[src/rtl/traffic_mon_pkg.sv]
// Shared types and constants for the traffic safety monitor.
// Lamp-state encoding, fault codes, monitor states and the legal-step rule.
package traffic_mon_pkg;

  typedef enum logic [1:0] {
    RED     = 2'd0,
    YELLOW  = 2'd1,
    GREEN   = 2'd2,
    ILLEGAL = 2'd3
  } lamp_e;

  localparam logic [2:0] FC_NONE     = 3'd0;
  localparam logic [2:0] FC_CONFLICT = 3'd1;
  localparam logic [2:0] FC_ENCODING = 3'd2;
  localparam logic [2:0] FC_SEQUENCE = 3'd3;
  localparam logic [2:0] FC_SHORT_Y  = 3'd4;
  localparam logic [2:0] FC_WDOG     = 3'd5;

  typedef enum logic [1:0] {
    StArm,
    StMonitor,
    StFault
  } mon_state_e;

  // Holding a state is always allowed; otherwise only G->Y, Y->R, R->G.
  function automatic logic step_ok(lamp_e prev, lamp_e cur);
    return (prev == cur) ||
           (prev == GREEN && cur == YELLOW) ||
           (prev == YELLOW && cur == RED) ||
           (prev == RED && cur == GREEN);
  endfunction

endpackage

[src/rtl/lamp_decode.sv]
// Decodes one approach's three lamp lines into a lamp state plus a legal flag.
module lamp_decode
  import traffic_mon_pkg::*;
(
  input  logic  green,
  input  logic  yellow,
  input  logic  red,
  output lamp_e state,
  output logic  legal
);

  always_comb begin
    state = ILLEGAL;
    legal = 1'b1;
    unique case ({green, yellow, red})
      3'b100:  state = GREEN;
      3'b010:  state = YELLOW;
      3'b001:  state = RED;
      default: legal = 1'b0;
    endcase
  end

endmodule

[src/rtl/traffic_safety_monitor.sv]
// Conflict monitor and lamp driver behind the two-way traffic controller.
// Illegal signalling latches a fault code and forces flashing red until cleared.
module traffic_safety_monitor
  import traffic_mon_pkg::*;
#(
  parameter int unsigned MIN_YELLOW = 4,
  parameter int unsigned MAX_DWELL  = 64,
  parameter int unsigned GLITCH_CYC = 2,
  parameter int unsigned FLASH_HALF = 4
) (
  input  logic       clk,
  input  logic       reset,
  input  logic       green_1,
  input  logic       yellow_1,
  input  logic       red_1,
  input  logic       green_2,
  input  logic       yellow_2,
  input  logic       red_2,
  input  logic       enable,
  input  logic       clear_fault,
  output logic       lamp_g1,
  output logic       lamp_y1,
  output logic       lamp_r1,
  output logic       lamp_g2,
  output logic       lamp_y2,
  output logic       lamp_r2,
  output logic       fault,
  output logic [2:0] fault_code,
  output logic [7:0] fault_count
);

  localparam int unsigned YW = $clog2(MIN_YELLOW + 1);
  localparam int unsigned WW = $clog2(MAX_DWELL + 1);
  localparam int unsigned GW = $clog2(GLITCH_CYC + 1);
  localparam int unsigned FW = (FLASH_HALF > 1) ? $clog2(FLASH_HALF) : 1;
  localparam logic [5:0] LampsRedRed = 6'b001_001;  // {g1,y1,r1,g2,y2,r2}

  mon_state_e     state_q, state_d;
  logic [6:0]     in_q, in_prev_q;  // {g1,y1,r1,g2,y2,r2,enable}
  logic [5:0]     lamp_q, lamp_d;
  lamp_e          last_q [2];
  lamp_e          last_d [2];
  lamp_e          cur    [2];
  logic           legal  [2];
  logic [YW-1:0]  ycnt_q [2];
  logic [YW-1:0]  ycnt_d [2];
  logic [GW-1:0]  glitch_q, glitch_d, glitch_next;
  logic [WW-1:0]  wd_q, wd_d, wd_next;
  logic [FW-1:0]  flash_q, flash_d;
  logic           phase_q, phase_d;
  logic [2:0]     code_q, code_d, viol;
  logic [7:0]     count_q, count_d;
  logic           both_legal, conflict, seq_bad, short_y;

  lamp_decode u_dec1 (
    .green  (in_q[6]),
    .yellow (in_q[5]),
    .red    (in_q[4]),
    .state  (cur[0]),
    .legal  (legal[0])
  );

  lamp_decode u_dec2 (
    .green  (in_q[3]),
    .yellow (in_q[2]),
    .red    (in_q[1]),
    .state  (cur[1]),
    .legal  (legal[1])
  );

  always_comb begin
    state_d  = state_q;
    lamp_d   = lamp_q;
    last_d   = last_q;
    ycnt_d   = ycnt_q;
    glitch_d = glitch_q;
    wd_d     = wd_q;
    flash_d  = flash_q;
    phase_d  = phase_q;
    code_d   = code_q;
    count_d  = count_q;
    viol     = FC_NONE;

    both_legal  = legal[0] && legal[1];
    conflict    = both_legal && cur[0] != RED && cur[1] != RED;
    glitch_next = glitch_q + GW'(1);
    // Any change (lamps or enable) restarts the dwell; disabled cycles just hold it.
    if (in_q != in_prev_q) wd_next = '0;
    else if (in_q[0])      wd_next = wd_q + WW'(1);
    else                   wd_next = wd_q;

    seq_bad = 1'b0;
    short_y = 1'b0;
    for (int i = 0; i < 2; i++) begin
      if (!step_ok(last_q[i], cur[i])) seq_bad = 1'b1;
      if (last_q[i] == YELLOW && cur[i] == RED && ycnt_q[i] < YW'(MIN_YELLOW)) short_y = 1'b1;
    end

    unique case (state_q)
      StArm: begin
        lamp_d   = LampsRedRed;
        glitch_d = '0;
        wd_d     = '0;
        ycnt_d   = '{default: '0};
        if (both_legal && !conflict) begin
          state_d = StMonitor;
          lamp_d  = in_q[6:1];
          last_d  = cur;
          for (int i = 0; i < 2; i++) ycnt_d[i] = (cur[i] == YELLOW) ? YW'(1) : '0;
        end
      end
      StMonitor: begin
        if (both_legal) begin
          if (conflict)     viol = FC_CONFLICT;
          else if (seq_bad) viol = FC_SEQUENCE;
          else if (short_y) viol = FC_SHORT_Y;
        end else if (glitch_next >= GW'(GLITCH_CYC)) begin
          viol = FC_ENCODING;
        end
        if (viol == FC_NONE && wd_next == WW'(MAX_DWELL)) viol = FC_WDOG;

        if (viol != FC_NONE) begin
          state_d  = StFault;
          code_d   = viol;
          count_d  = (count_q == 8'hff) ? count_q : count_q + 8'd1;
          lamp_d   = LampsRedRed;
          phase_d  = 1'b1;
          flash_d  = '0;
          glitch_d = '0;
          wd_d     = '0;
          ycnt_d   = '{default: '0};
        end else if (both_legal) begin
          lamp_d   = in_q[6:1];
          last_d   = cur;
          glitch_d = '0;
          wd_d     = wd_next;
          for (int i = 0; i < 2; i++) begin
            if (cur[i] != YELLOW)                 ycnt_d[i] = '0;
            else if (last_q[i] != YELLOW)         ycnt_d[i] = YW'(1);
            else if (ycnt_q[i] != YW'(MIN_YELLOW)) ycnt_d[i] = ycnt_q[i] + YW'(1);
          end
        end else begin
          // Tolerated glitch: lamps and last_legal hold.
          glitch_d = glitch_next;
          wd_d     = wd_next;
        end
      end
      StFault: begin
        flash_d = flash_q + FW'(1);
        if (flash_q == FW'(FLASH_HALF - 1)) begin
          flash_d = '0;
          phase_d = !phase_q;
        end
        lamp_d = {2'b00, phase_d, 2'b00, phase_d};
        if (clear_fault && cur[0] == RED && cur[1] == RED) begin
          state_d  = StMonitor;
          lamp_d   = in_q[6:1];
          last_d   = '{RED, RED};
          code_d   = FC_NONE;
          glitch_d = '0;
          wd_d     = '0;
          flash_d  = '0;
          ycnt_d   = '{default: '0};
        end
      end
      default: state_d = StArm;
    endcase
  end

  always_ff @(posedge clk) begin
    if (reset) begin
      state_q   <= StArm;
      in_q      <= '0;
      in_prev_q <= '0;
      lamp_q    <= LampsRedRed;
      last_q    <= '{RED, RED};
      ycnt_q    <= '{default: '0};
      glitch_q  <= '0;
      wd_q      <= '0;
      flash_q   <= '0;
      phase_q   <= 1'b0;
      code_q    <= FC_NONE;
      count_q   <= '0;
    end else begin
      state_q   <= state_d;
      in_q      <= {green_1, yellow_1, red_1, green_2, yellow_2, red_2, enable};
      in_prev_q <= in_q;
      lamp_q    <= lamp_d;
      last_q    <= last_d;
      ycnt_q    <= ycnt_d;
      glitch_q  <= glitch_d;
      wd_q      <= wd_d;
      flash_q   <= flash_d;
      phase_q   <= phase_d;
      code_q    <= code_d;
      count_q   <= count_d;
    end
  end

  assign {lamp_g1, lamp_y1, lamp_r1, lamp_g2, lamp_y2, lamp_r2} = lamp_q;
  assign fault       = (state_q == StFault);
  assign fault_code  = code_q;
  assign fault_count = count_q;

endmodule

[config.mk]
export PLATFORM = sky130hd
export DESIGN_NAME = traffic_safety_monitor
export DESIGN_NICKNAME = d
export VERILOG_FILES = /design/src/rtl/traffic_mon_pkg.sv /design/src/rtl/lamp_decode.sv /design/src/rtl/traffic_safety_monitor.sv
export SDC_FILE = /design/constraint.sdc
export NUM_CORES = 1
export LEC_CHECK = 0
export CORE_MARGIN = 8
export CORE_UTILIZATION = 47
export CTS_CLUSTER_SIZE = 12
export DETAILED_ROUTE_END_ITERATION = 8
export DONT_BUFFER_PORTS = 1
export SLEW_MARGIN = 20
export SYNTH_ARGS = -nofsm -noshare
export SYNTH_HDL_FRONTEND = slang
export SYNTH_SLANG_ARGS = --single-unit
export TNS_END_PERCENT = 5
[constraint.sdc]
create_clock -name clk -period 2.86 [get_ports clk]
set_clock_uncertainty 0.1 [all_clocks]
set_input_delay 0.572 -clock clk [delete_from_list [all_inputs] [get_ports clk]]
set_output_delay 0.572 -clock clk [all_outputs]
set_load 0.05 [all_outputs]
==> metrics list <==
* Status: complete, no violations
- CP Data Arrival Time: 2.94 ns
- For this run the aggregate overflow at the end of global routing stands at 0.
- Total number of placement rows: 30
- Leakage dissipation: 1.40 nW
- Leaving out filler cells and counting taps, the final layout contains 488.
* Number of buffers on the longest clock path: 2
* Worst relative slew slack: 0.517
* Largest net degree at the start of global routing: 46
- The multi-input combinational cells in the finished layout cover a total of 2000 sq um.
- Mapped Area: 3220 sq um
- Share of the synthesized area in the top cell type: 0.342
* Launching point of the worst reg2reg path: wd_q[0]
- During I/O placement, the number of pins put on the boundary was 28.
* Timing endpoint of the critical path: fault_count[5]
- In the final routed layout, each cell accounts on average for 17.1 um.
- Core box area: 6720 sq um
- Critical path, cell by cell: ha_4 > nand4_4 > or3_1 > a211o_1 > or3_4 > a21o_4 > or4_1 > a21oi_1
- In this run, synthesis inferred 0 flip-flops with an integrated enable.
- Setup violations remaining at the end of the flow were counted as 0.
* Initial antenna violation count: 0
- Counting buffers and inverters, the worst setup path is 8 cells deep.
- The commonest cells after synthesis are dfxtp_1 (55), nand2_1 (39), nor2_1 (21), nor2b_1 (19).
* Synth-to-layout area growth: 13.6%
- Overall power consumption after layout is estimated at 2.33 mW.
- Number of detailed-routing iterations run before antenna repair: 4
- Aggregate routed wire length: 8320 um
* TritonCTS Buffers: 5
- The number of hold violations in the final report came to 0.
- Of the synthesized area, sequential elements account for 0.342.
- Hold repair after CTS inserted 0 buffers.
- Number of buffers and inverters on the critical path: 0
- Share of the clock period used by the worst path: 0.975
- CTS H-tree depth: 2
- Area enclosed by the die boundary: 9750 sq um
- STA classifies the critical path endpoint as a flop.
- Clk_lat worst skew: 0.31 ns
- Synth Instances: 392
* Ys flop type: dfxtp_1
- PortBufs: 0
- Library cells used by synthesis: 64
- Clock transition at path regs: 0.10 ns
- From bottom edge to top edge, the die measures 98.7 um.
- Async set-or-reset flop fraction in the synthesized netlist: 0
- Final Max Tran Viols: 0
- Library cell with the highest instance count after synthesis: dfxtp_1
- The setup path with the least slack is of type flop to flop.
- Across the VDD grid, the largest voltage drop is 0.378 mV.
- Register area: 1110 sq um
- Post-synthesis sequential element count: 55
- Minimum setup slack in the final design: 0.0720 ns
- The largest total area in the synthesized netlist belongs to dfxtp_1.
- TritonCTS built the clock tree.
- Number of vias per cell after detailed routing: 5.95
- For this run, the slowest stage of the critical path takes 0.47 ns.
- The die is 98.7 um wide.
- For this configuration, the core starts out at a cell density of 0.479.
- CTS placed an instance of clkbuf_8 at the clock tree root.
- The final route contains 2,904 vias.
* Number of nets produced by synthesis: 413
- Slew at the pin closest to its max-slew limit: 0.719 ns
- Critical path launch point: wd_q[0]
- Data on the critical path is required at its endpoint by 3.01 ns.
* Maximum clock rate: 359 MHz
* RD Place Congestion: 0.891
- Final critical delay including setup and external delays: 2.79 ns
* Ant diodes: 0
- Setup repair after global routing could not meet its margin everywhere.
* Max-capacitance violation count: 0
* Wire length of the first global-routing pass: 14,400 um
* Category of cells accounting for the largest share of critical-path delay: simple AND/OR/NAND/NOR gates
- In this run the critical register-to-register path is captured at fault_count[5].
- The wire-length estimate of the detail-placed layout is 6040 um.
* Number of warning messages in the yosys log: 0
- On the final layout, the worst hold slack is 0.221 ns.
- Antenna-violating nets left: 0
- Post-layout utilization of the core: 0.544
* Syn Area/Cell: 8.21 sq um
* Setup Slack @ Placement: 0.0323 ns
- Ranked by total cell area, the synthesized netlist is headed by dfxtp_1 (34%), nand2_1 (4.5%), ha_1 (4.3%).
- Clock Sink Count: 55
* CP Launch Type: flop
- In this run the worst hold path is classified as input pin to flop.
* Vias in the first global route: 2,778
* Initial detailed-routing violation count: 133
* Placed cell count: 479
* Critical path peak fanout: 13
- After detailed routing, the number of remaining DRC violations is 0.
- Across all register-to-register paths, the minimum setup slack is 0.07 ns.
- Number of cells on the worst reg-to-reg path: 8
- Aggregate global-route resource usage: 0.178
- Total Nets Final: 428
* Cell with the largest stage delay on the worst path: or4_1
- Share of post-route cells with drive strength above 1: 0.147
- Number of filler cells placed in the layout: 630
- In this run the power density over the cells is 637 nW/um^2.
-- repair_timing --
action,4_1_cts,5_1_grt
setup endpoints to repair,0,15
buffers inserted,0,1
resized for setup,0,8
hold endpoints to repair,0,0
-- worst min-delay path by stage --
stage	start	to	slack, ns	cells past startpoint
3_3_place_gp	flash_q[1]	flash_q[1]	0.35	2
4_1_cts	reset	in_prev_q[1]	0.21	1
2_1_floorplan	flash_q[1]	flash_q[1]	0.34	2
5_1_grt	reset	in_q[6]	0.20	1
6_report	reset	in_q[2]	0.22	1
3_5_place_dp	flash_q[1]	flash_q[1]	0.36	2
-- placed cells by master, fill, tap and decap left out, drive strengths merged, types with 7 or more instances in the layout --
| cell type | synthesis | routed |
|---|---|---|
| a211oi | 9 | 9 |
| a21oi | 18 | 18 |
| and3 | 7 | 7 |
| buf | 7 | 33 |
| dfxtp | 55 | 55 |
| ha | 11 | 11 |
| inv | 15 | 15 |
| nand2 | 39 | 39 |
| nand3 | 17 | 17 |
| nor2 | 21 | 21 |
| nor2b | 19 | 19 |
| nor3 | 18 | 18 |
| nor3b | 8 | 8 |
| o2111ai | 7 | 7 |
| o21ai | 9 | 9 |
| o31ai | 9 | 9 |
| xnor2 | 11 | 11 |
-- state kept, by name (all words and copies together) (netlist names) --
register     cells
flash_q          2
lamp_q           6
phase_q          1
ycnt_q           6
glitch_q         2
in_q             7
last_q           4
state_q          2
fault_code       3
in_prev_q        7
fault_count      8
wd_q             7
-- routing by layer --
metal | vias to the layer above | global-route usage | routed length, um
li1 | 1478 | - | -
met1 | 1353 | 0.245 | 4060
met2 | 68 | 0.280 | 3710
met3 | 5 | 0.0303 | 495
met4 | 0 | 0.0401 | 59
met5 | - | 0 | 0
-- power breakdown --
group / switching, mW / leakage (nW) / internal [mW]
registers: 0.147 / 0.450 / 0.836
clock network: 0.263 / 0.0612 / 0.284
logic: 0.468 / 0.885 / 0.331
total: 0.877 / 1.40 / 1.45
-- cell type report --
type,instances,share of cell area
Inverter,16,0.0164
Timing Repair Buffer,33,0.0746
Multi-Input combinational cell,296,0.546
Tap cell,80,0.0274
Clock inverter,2,0.00958
Sequential cell,55,0.304
Clock buffer,6,0.0226
-- through the flow --
step                      area, sq um  setup TNS (ns)
after global routing             3660         -0.0520
after CTS                        3620               0
after detailed placement         3500               0
after global placement           3500               0
final                            3660               0
after floorplan                  3240               0
-- logic make-up after synthesis --
kind of cell	synth area share
flip-flops	0.342
buffers and inverters	0.0513
XOR/XNOR	0.0408
AO/OA/AOI/OAI	0.223
AND/OR/NAND/NOR	0.274
multiplexers	0.0222
adder cells (fa/ha/maj)	0.0459
No activity file was read; power rests on OpenSTA's default activity.
